$ cat src/rtl/core_pkg.sv
// Shared definitions for the core instruction sequencer: the 34-bit instruction
// field map, the idle word, FSM state codes and phase-length helpers.
package core_pkg;

  localparam int INST_W = 34;
  localparam int ADDR_W = 11;
  localparam int CNT_W  = 16;

  // Instruction field positions
  localparam int ACC_B      = 33;
  localparam int CEN_PMEM_B = 32;
  localparam int WEN_PMEM_B = 31;
  localparam int A_PMEM_LSB = 20;
  localparam int CEN_XMEM_B = 19;
  localparam int WEN_XMEM_B = 18;
  localparam int A_XMEM_LSB = 7;
  localparam int OFIFO_RD_B = 6;
  localparam int IFIFO_WR_B = 5;
  localparam int IFIFO_RD_B = 4;
  localparam int L0_RD_B    = 3;
  localparam int L0_WR_B    = 2;
  localparam int EXECUTE_B  = 1;
  localparam int LOAD_B     = 0;

  // Both SRAMs deselected, write-enables inactive, every strobe low.
  localparam logic [INST_W-1:0] IDLE_WORD = 34'h1800C0000;

  localparam int STATE_W = 4;
  localparam logic [STATE_W-1:0] S_IDLE    = 4'd0;
  localparam logic [STATE_W-1:0] S_W_L0    = 4'd1;
  localparam logic [STATE_W-1:0] S_W_LOAD  = 4'd2;
  localparam logic [STATE_W-1:0] S_W_DRAIN = 4'd3;
  localparam logic [STATE_W-1:0] S_X_L0    = 4'd4;
  localparam logic [STATE_W-1:0] S_EXEC    = 4'd5;
  localparam logic [STATE_W-1:0] S_E_DRAIN = 4'd6;
  localparam logic [STATE_W-1:0] S_OUT     = 4'd7;
  localparam logic [STATE_W-1:0] S_DONE    = 4'd8;

  // L0 fill phases run one extra cycle to absorb the SRAM read latency.
  function automatic int w_l0_cycles(input int n_col);
    return n_col + 1;
  endfunction

  function automatic int w_load_cycles(input int n_col);
    return n_col;
  endfunction

  function automatic int w_drain_cycles(input int n_row);
    return n_row;
  endfunction

  function automatic int x_l0_cycles(input int n_nij);
    return n_nij + 1;
  endfunction

  function automatic int exec_cycles(input int n_nij);
    return n_nij;
  endfunction

  function automatic int e_drain_cycles(input int n_row, input int n_col);
    return n_row + n_col;
  endfunction

endpackage

$ cat src/rtl/core_inst_sequencer_xmem_rd.sv
// Burst reader shared by the weight and activation L0 fill phases: walks xmem
// addresses base..base+len-1 and raises l0_wr one cycle behind each read.
module xmem_burst_reader
  import core_pkg::*;
(
  input  logic              clk,
  input  logic              reset,
  input  logic              active,
  input  logic [ADDR_W-1:0] base,
  input  logic [CNT_W-1:0]  len,
  input  logic [CNT_W-1:0]  cnt,
  output logic              cen_n,
  output logic [ADDR_W-1:0] addr,
  output logic              l0_wr
);

  logic reading;
  logic rd_q;

  assign reading = active && (cnt < len);
  assign cen_n   = ~reading;
  assign addr    = reading ? base + ADDR_W'(cnt) : '0;
  // Data appears at the SRAM output one cycle after the read was issued.
  assign l0_wr   = active && rd_q;

  always_ff @(posedge clk) begin
    if (!reset) begin
      rd_q <= 1'b0;
    end else begin
      rd_q <= reading;
    end
  end

endmodule

$ cat src/rtl/core_inst_sequencer.sv
// Generates the core instruction stream for one weight-stationary convolution
// pass: per kernel offset, fill/load weights, stream activations, drain to pmem.
module core_inst_sequencer
  import core_pkg::*;
#(
  parameter int                row     = 8,
  parameter int                col     = 8,
  parameter int                kij     = 9,
  parameter int                len_nij = 36,
  parameter logic [ADDR_W-1:0] w_base  = 11'd0,
  parameter logic [ADDR_W-1:0] x_base  = 11'd1024,
  parameter logic [ADDR_W-1:0] p_base  = 11'd0
) (
  input  logic              clk,
  input  logic              reset,
  input  logic              start,
  input  logic              ofifo_valid,
  output logic [INST_W-1:0] inst,
  output logic              busy,
  output logic              done,
  output logic [3:0]        kij_idx
);

  logic [STATE_W-1:0] state;
  logic [STATE_W-1:0] phase_next;
  logic [CNT_W-1:0]   phase_cnt;
  logic [CNT_W-1:0]   phase_len;
  logic [CNT_W-1:0]   out_cnt;
  logic               phase_last;
  logic               out_last;
  logic               kij_last;

  logic               xb_active;
  logic [ADDR_W-1:0]  xb_base;
  logic [CNT_W-1:0]   xb_len;
  logic               xb_cen_n;
  logic [ADDR_W-1:0]  xb_addr;
  logic               xb_l0_wr;
  logic [ADDR_W-1:0]  p_addr;
  logic [INST_W-1:0]  inst_nxt;

  // Length and successor of each fixed-length phase.
  // NOTE: every always_comb output gets a default first so no path can infer a latch.
  always_comb begin
    phase_len  = CNT_W'(1);
    phase_next = S_IDLE;
    case (state)
      S_W_L0: begin
        phase_len  = CNT_W'(w_l0_cycles(col));
        phase_next = S_W_LOAD;
      end
      S_W_LOAD: begin
        phase_len  = CNT_W'(w_load_cycles(col));
        phase_next = S_W_DRAIN;
      end
      S_W_DRAIN: begin
        phase_len  = CNT_W'(w_drain_cycles(row));
        phase_next = S_X_L0;
      end
      S_X_L0: begin
        phase_len  = CNT_W'(x_l0_cycles(len_nij));
        phase_next = S_EXEC;
      end
      S_EXEC: begin
        phase_len  = CNT_W'(exec_cycles(len_nij));
        phase_next = S_E_DRAIN;
      end
      S_E_DRAIN: begin
        phase_len  = CNT_W'(e_drain_cycles(row, col));
        phase_next = S_OUT;
      end
      default: ;
    endcase
  end

  assign phase_last = (phase_cnt == phase_len - CNT_W'(1));
  assign out_last   = (out_cnt == CNT_W'(len_nij - 1));
  assign kij_last   = (kij_idx == 4'(kij - 1));

  assign xb_active = (state == S_W_L0) || (state == S_X_L0);
  assign xb_base   = (state == S_W_L0) ? w_base + ADDR_W'(kij_idx * col) : x_base;
  assign xb_len    = (state == S_W_L0) ? CNT_W'(col) : CNT_W'(len_nij);

  xmem_burst_reader u_xmem_rd (
    .clk    (clk),
    .reset  (reset),
    .active (xb_active),
    .base   (xb_base),
    .len    (xb_len),
    .cnt    (phase_cnt),
    .cen_n  (xb_cen_n),
    .addr   (xb_addr),
    .l0_wr  (xb_l0_wr)
  );

  // Address arithmetic wraps modulo 2048 by construction.
  assign p_addr = p_base + ADDR_W'(kij_idx * len_nij) + ADDR_W'(out_cnt);

  always_comb begin
    inst_nxt             = IDLE_WORD;
    inst_nxt[ACC_B]      = 1'b0;
    inst_nxt[IFIFO_WR_B] = 1'b0;
    inst_nxt[IFIFO_RD_B] = 1'b0;
    case (state)
      S_W_L0, S_X_L0: begin
        inst_nxt[CEN_XMEM_B]               = xb_cen_n;
        inst_nxt[WEN_XMEM_B]               = 1'b1;
        inst_nxt[A_XMEM_LSB +: ADDR_W]     = xb_addr;
        inst_nxt[L0_WR_B]                  = xb_l0_wr;
      end
      S_W_LOAD: begin
        inst_nxt[L0_RD_B] = 1'b1;
        inst_nxt[LOAD_B]  = 1'b1;
      end
      S_EXEC: begin
        inst_nxt[L0_RD_B]   = 1'b1;
        inst_nxt[EXECUTE_B] = 1'b1;
      end
      S_OUT: begin
        // Show-ahead OFIFO: pop and write pmem in the cycle valid is seen.
        if (ofifo_valid) begin
          inst_nxt[OFIFO_RD_B]           = 1'b1;
          inst_nxt[CEN_PMEM_B]           = 1'b0;
          inst_nxt[WEN_PMEM_B]           = 1'b0;
          inst_nxt[A_PMEM_LSB +: ADDR_W] = p_addr;
        end
      end
      default: ;
    endcase
  end

  // NOTE: state registers use non-blocking assignments so every flop samples pre-edge values.
  always_ff @(posedge clk) begin
    if (!reset) begin
      state     <= S_IDLE;
      phase_cnt <= '0;
      out_cnt   <= '0;
      kij_idx   <= '0;
      inst      <= IDLE_WORD;
    end else begin
      inst <= inst_nxt;
      case (state)
        S_IDLE: begin
          if (start) begin
            state     <= S_W_L0;
            phase_cnt <= '0;
            out_cnt   <= '0;
            kij_idx   <= '0;
          end
        end
        S_W_L0, S_W_LOAD, S_W_DRAIN, S_X_L0, S_EXEC, S_E_DRAIN: begin
          if (phase_last) begin
            phase_cnt <= '0;
            state     <= phase_next;
          end else begin
            phase_cnt <= phase_cnt + CNT_W'(1);
          end
        end
        S_OUT: begin
          if (ofifo_valid) begin
            if (out_last) begin
              out_cnt <= '0;
              if (kij_last) begin
                state <= S_DONE;
              end else begin
                kij_idx <= kij_idx + 4'd1;
                state   <= S_W_L0;
              end
            end else begin
              out_cnt <= out_cnt + CNT_W'(1);
            end
          end
        end
        S_DONE:  state <= S_IDLE;
        default: state <= S_IDLE;
      endcase
    end
  end

  assign busy = (state != S_IDLE);
  assign done = (state == S_DONE);

endmodule

$ cat config.mk
export PLATFORM = sky130hd
export DESIGN_NAME = core_inst_sequencer
export DESIGN_NICKNAME = d
export VERILOG_FILES = /design/src/rtl/core_pkg.sv /design/src/rtl/core_inst_sequencer_xmem_rd.sv /design/src/rtl/core_inst_sequencer.sv
export SDC_FILE = /design/constraint.sdc
export NUM_CORES = 1
export LEC_CHECK = 0
export BUFFER_PORTS_ARGS = -buffer_cell sky130_fd_sc_hd__buf_2
export CAP_MARGIN = 20
export CELL_PAD_IN_SITES_DETAIL_PLACEMENT = 2
export CELL_PAD_IN_SITES_GLOBAL_PLACEMENT = 2
export CORE_UTILIZATION = 38
export CTS_CLUSTER_DIAMETER = 60
export DETAILED_ROUTE_END_ITERATION = 10
export PLACE_DENSITY = 0.94
export SYNTH_ARGS = -nofsm -noshare
export SYNTH_HDL_FRONTEND = slang
export SYNTH_SLANG_ARGS = --single-unit
$ cat constraint.sdc
create_clock -name clk -period 4.95 [get_ports clk]
set_input_delay 0.99 -clock clk [delete_from_list [all_inputs] [get_ports clk]]
set_output_delay 0.99 -clock clk [all_outputs]
set_load 0.01 [all_outputs]
==> results.txt <==
The run finished with clean final reports. The largest buffer count on any clock path is 2. The share of power burned in registers came out at 0.432. The total overflow left after global routing is 0. Dividing the detail-routed wire length by the instance count gives 19.4 um. TritonCTS built the clock tree. During synthesis, Yosys emitted a total of 0 warnings. In this run the vertical extent of the chip is 99.3 um.

The violation count after the first detailed-route iteration is 94. The die width came out at 99.3 um. The max-slew violation count came out at 0.

The number of flops mapped to enable cells by yosys came out at 0. The final total negative setup slack is 0 ns. In this run the tightest slew margin relative to its limit is 0.527. The wire length of the first global-routing pass is 18200 um. The worst hold margin is 0.475 ns. The unique cell type count in the Yosys netlist is 58. The most repeated library cell on the critical path is sky130_fd_sc_hd__nor2_1. For flop-to-flop paths, the worst setup slack is 1.70 ns. Dividing total power by cell area gives a power density of 362 nW/um2.

The minimum clock period is 3.25 ns. The count of input and output buffers is 39. The total setup violations reported at the end of the flow came out at 0. The initial antenna violation count came to 0. The startpoint identified for the worst hold timing path is u_xmem_rd.rd_q.

The switching power as a share of total power came out at 0.350. The die covers 9860 um2. The fraction of layout cells with a size suffix above 1 is 0.144. The global router's overall resource usage is 0.241. The final number of hold-violating endpoints came out at 0.

The number of synthesized register bits came out at 70. Setup repair after global routing left no endpoint under its margin. The number of search-and-repair iterations in the first detailed-routing pass came out at 4. The combinational power share came out at 0.234. Of all nets on the critical path, the largest fanout is 18. The worst hold path belongs to the class reg2reg. For the pin with the worst max-slew slack, the measured transition is 0.703 ns.

The arrival time of data at the critical path endpoint is 3.47 ns. The prevailing post-synth register cell is sky130_fd_sc_hd__dfxtp_1. The post-CTS clock slew at the launch and capture registers of the worst setup and hold paths is 0.08 ns. The switching power is 514 uW. The tree is rooted in a sky130_fd_sc_hd__clkbuf_8. The number of inserted diodes is 0. The number of stages on the worst hold path came out at 1.

Summed over all instances, the cell type with the most area after synthesis is sky130_fd_sc_hd__dfxtp_1. The number of resized instances in the post-cts repair step came out at 0. STA classifies the critical path endpoint as a flip-flop.

The cell count after synthesis came out at 414. The most critical setup path has its endpoint at phase_cnt[4]. The part of the power in the clock network is 0.334. The cell area after layout came out at 4060 um2. TritonCTS created 9 clock buffers. The top achievable clock speed is 307 MHz.

Across the routed clock network, the largest skew measured is 0.0120 ns. The critical path goes through nand2_1, xor2_1, nor2_1, ha_1, xnor2_1, or3_1, a211oi_2, a21oi_1, o21ai_2, nor2_1. The startpoint class of the critical path is a flip-flop. The count of nets after finishing is 482. The placer congestion estimate came out at 0.795. The setup path with the least slack is of type reg2reg. The number of vias per cell after detailed routing is 5.58. The cell count of the worst reg-to-reg path is 10. Summing all placed instances gives a cell area of 3850 um2. After synthesis, the share of flip-flops with an asynchronous set or reset is 0. The number of maximum-capacitance constraint violations is 0. The endpoint identified for the worst register-to-register timing path is phase_cnt[4]. Of the available clock period, the critical path in the final layout requires 0.657. The worst stage delay on the critical path came out at 0.71 ns. The initial cell density of the core came out at 0.391. The worst-case vdd ir drop is 0.182 mV. For this design the top-level I/O count stands at 44. The later pin in the worst-skew pair is clocked with a latency of 0.37 ns. Of the post-synthesis cell area, the dominant cell type holds 0.389. The routed wire length is 11100 um. In this run the core area contains 35 standard-cell rows. The maximum number of pins on one net before global-route repair is 19. The synthesis-to-finish area growth came out at 12.7%. The placed wire-length estimate came out at 7860 um. The synthesized cell area is 3600 um2. The static leakage is 1.70 nW. The number of buffers added for setup after CTS came out at 0. The startpoint identified for the worst register-to-register timing path is state[0]. By count the netlist is led by 70 x sky130_fd_sc_hd__dfxtp_1, 47 x sky130_fd_sc_hd__nor2_1, 31 x sky130_fd_sc_hd__nand2_1, 24 x sky130_fd_sc_hd__xor2_1, 23 x sky130_fd_sc_hd__ha_1.

For the worst setup path, the data required time is 5.17 ns. Ranked by total cell area, the synthesized netlist is headed by sky130_fd_sc_hd__dfxtp_1 39%, sky130_fd_sc_hd__ha_1 8.0%, sky130_fd_sc_hd__xor2_1 5.8%. The final antenna-violating net count came out at 0.

The largest individual stage delay along the critical path comes from the cell sky130_fd_sc_hd__dfxtp_1. Measured on the finished design, the core utilization comes to 0.441. The average footprint of a synthesized cell came out at 8.69 um2. The floorplan step defined a core boundary enclosing 9200 um2. The tree built by TritonCTS fans out to 70 sinks. The clock tree synthesis step divided the H-tree into 3 levels. Detailed routing inserted a total of 3174 vias. The count of hold-fix buffers inserted at cts is 0. The most critical setup path has its startpoint at state[0]. The design internal power came out at 953 uW. The layout filler cell count came out at 1031. The fraction of the yosys area taken by sequential cells came out at 0.389. The via count of the first global-routing pass came to 3454. The number of DRC violations after detailed routing came out at 0. In the post-synthesis netlist, the cell with the most instances is sky130_fd_sc_hd__dfxtp_1.
[per-layer routing]
| metal | vias up | routed length [um] | GRT usage |
|---|---|---|---|
| li1 | 1504 | - | - |
| met1 | 1570 | 4530 | 0.265 |
| met2 | 72 | 5890 | 0.445 |
| met3 | 28 | 337 | 0.0562 |
| met4 | 0 | 314 | 0.0973 |
| met5 | - | 0 | 0 |
[placed cells by master (no fill, tap or decap), types with 2 or more instances in the layout]
| cell type | count |
|---|---|
| sky130_fd_sc_hd__nor4_1 | 4 |
| sky130_fd_sc_hd__dfxtp_1 | 70 |
| sky130_fd_sc_hd__and2_1 | 17 |
| sky130_fd_sc_hd__or3_1 | 6 |
| sky130_fd_sc_hd__clkbuf_8 | 10 |
| sky130_fd_sc_hd__or2_2 | 2 |
| sky130_fd_sc_hd__or4_1 | 2 |
| sky130_fd_sc_hd__nand4_1 | 13 |
| sky130_fd_sc_hd__conb_1 | 7 |
| sky130_fd_sc_hd__nand2_1 | 31 |
| sky130_fd_sc_hd__nor2_1 | 47 |
| sky130_fd_sc_hd__fa_1 | 2 |
| sky130_fd_sc_hd__nand2b_1 | 2 |
| sky130_fd_sc_hd__ha_1 | 23 |
| sky130_fd_sc_hd__clkbuf_1 | 2 |
| sky130_fd_sc_hd__buf_2 | 39 |
| sky130_fd_sc_hd__a21oi_1 | 14 |
| sky130_fd_sc_hd__a21boi_0 | 4 |
| sky130_fd_sc_hd__xor2_1 | 24 |
| sky130_fd_sc_hd__o21ai_0 | 16 |
| sky130_fd_sc_hd__nor3_1 | 19 |
| sky130_fd_sc_hd__or4b_1 | 2 |
| sky130_fd_sc_hd__nand3_1 | 16 |
| sky130_fd_sc_hd__and3_1 | 13 |
| sky130_fd_sc_hd__nor2b_1 | 5 |
| sky130_fd_sc_hd__xnor2_1 | 13 |
| sky130_fd_sc_hd__inv_1 | 14 |
| sky130_fd_sc_hd__a21o_1 | 4 |
| sky130_fd_sc_hd__o21a_1 | 4 |
[flip-flops by register name (all words and copies together) (netlist names)]
signal	count
inst	29
out_cnt	16
phase_cnt	16
kij_idx	4
state	4
u_xmem_rd.rd_q	1
[critical path: cells and delay by family (launching register included)]
family          cells  cell delay, ns
xor+xnor            2            0.37
fa+ha+maj           1            0.25
flops               1            0.71
simple gates        4            0.77
compound gates      3            1.00
[cell type report]
class / count / area (um2) / area share
Clock inverter: 4 / 55.1 / 0.0136
Clock buffer: 12 / 145 / 0.0358
Sequential cell: 70 / 1400 / 0.346
Inverter: 16 / 60.1 / 0.0148
Tap cell: 111 / 139 / 0.0342
Multi-Input combinational cell: 316 / 2050 / 0.506
Timing Repair Buffer: 40 / 203 / 0.0500
[how the worst min path moves through the flow]
stage          endpoint  slack [ns]
4_1_cts         inst[2]        0.48
3_3_place_gp    inst[2]        0.45
6_report        inst[2]        0.47
5_1_grt         inst[2]        0.50
2_1_floorplan   inst[2]        0.44
3_5_place_dp    inst[2]        0.45
[metrics by stage]
stage | std cells | worst slack (ns) | power, mW
after global routing | 569 | 1.53 | 1.55
after global placement | 553 | 2.14 | 0.956
after CTS | 569 | 1.70 | 1.48
final | 569 | 1.70 | 1.47
after floorplan | 419 | 2.49 | 0.891
after detailed placement | 553 | 1.79 | 0.985
[power groups by stage]
stage	clock, mW	sequential, mW	combinational [mW]
final	0.490	0.634	0.342
after global routing	0.531	0.638	0.380
after floorplan	0	0.617	0.274
after CTS	0.504	0.633	0.348
after detailed placement	0	0.645	0.339
after global placement	0	0.639	0.317
[cell families after synthesis]
group,share of synthesized area
compound gates,0.106
xor+xnor,0.0901
fa+ha+maj,0.0911
buf+inv,0.0455
flops,0.389
mux,0.00278
other cells,0.00209
simple gates,0.273
(Power assumes the default switching activity.)
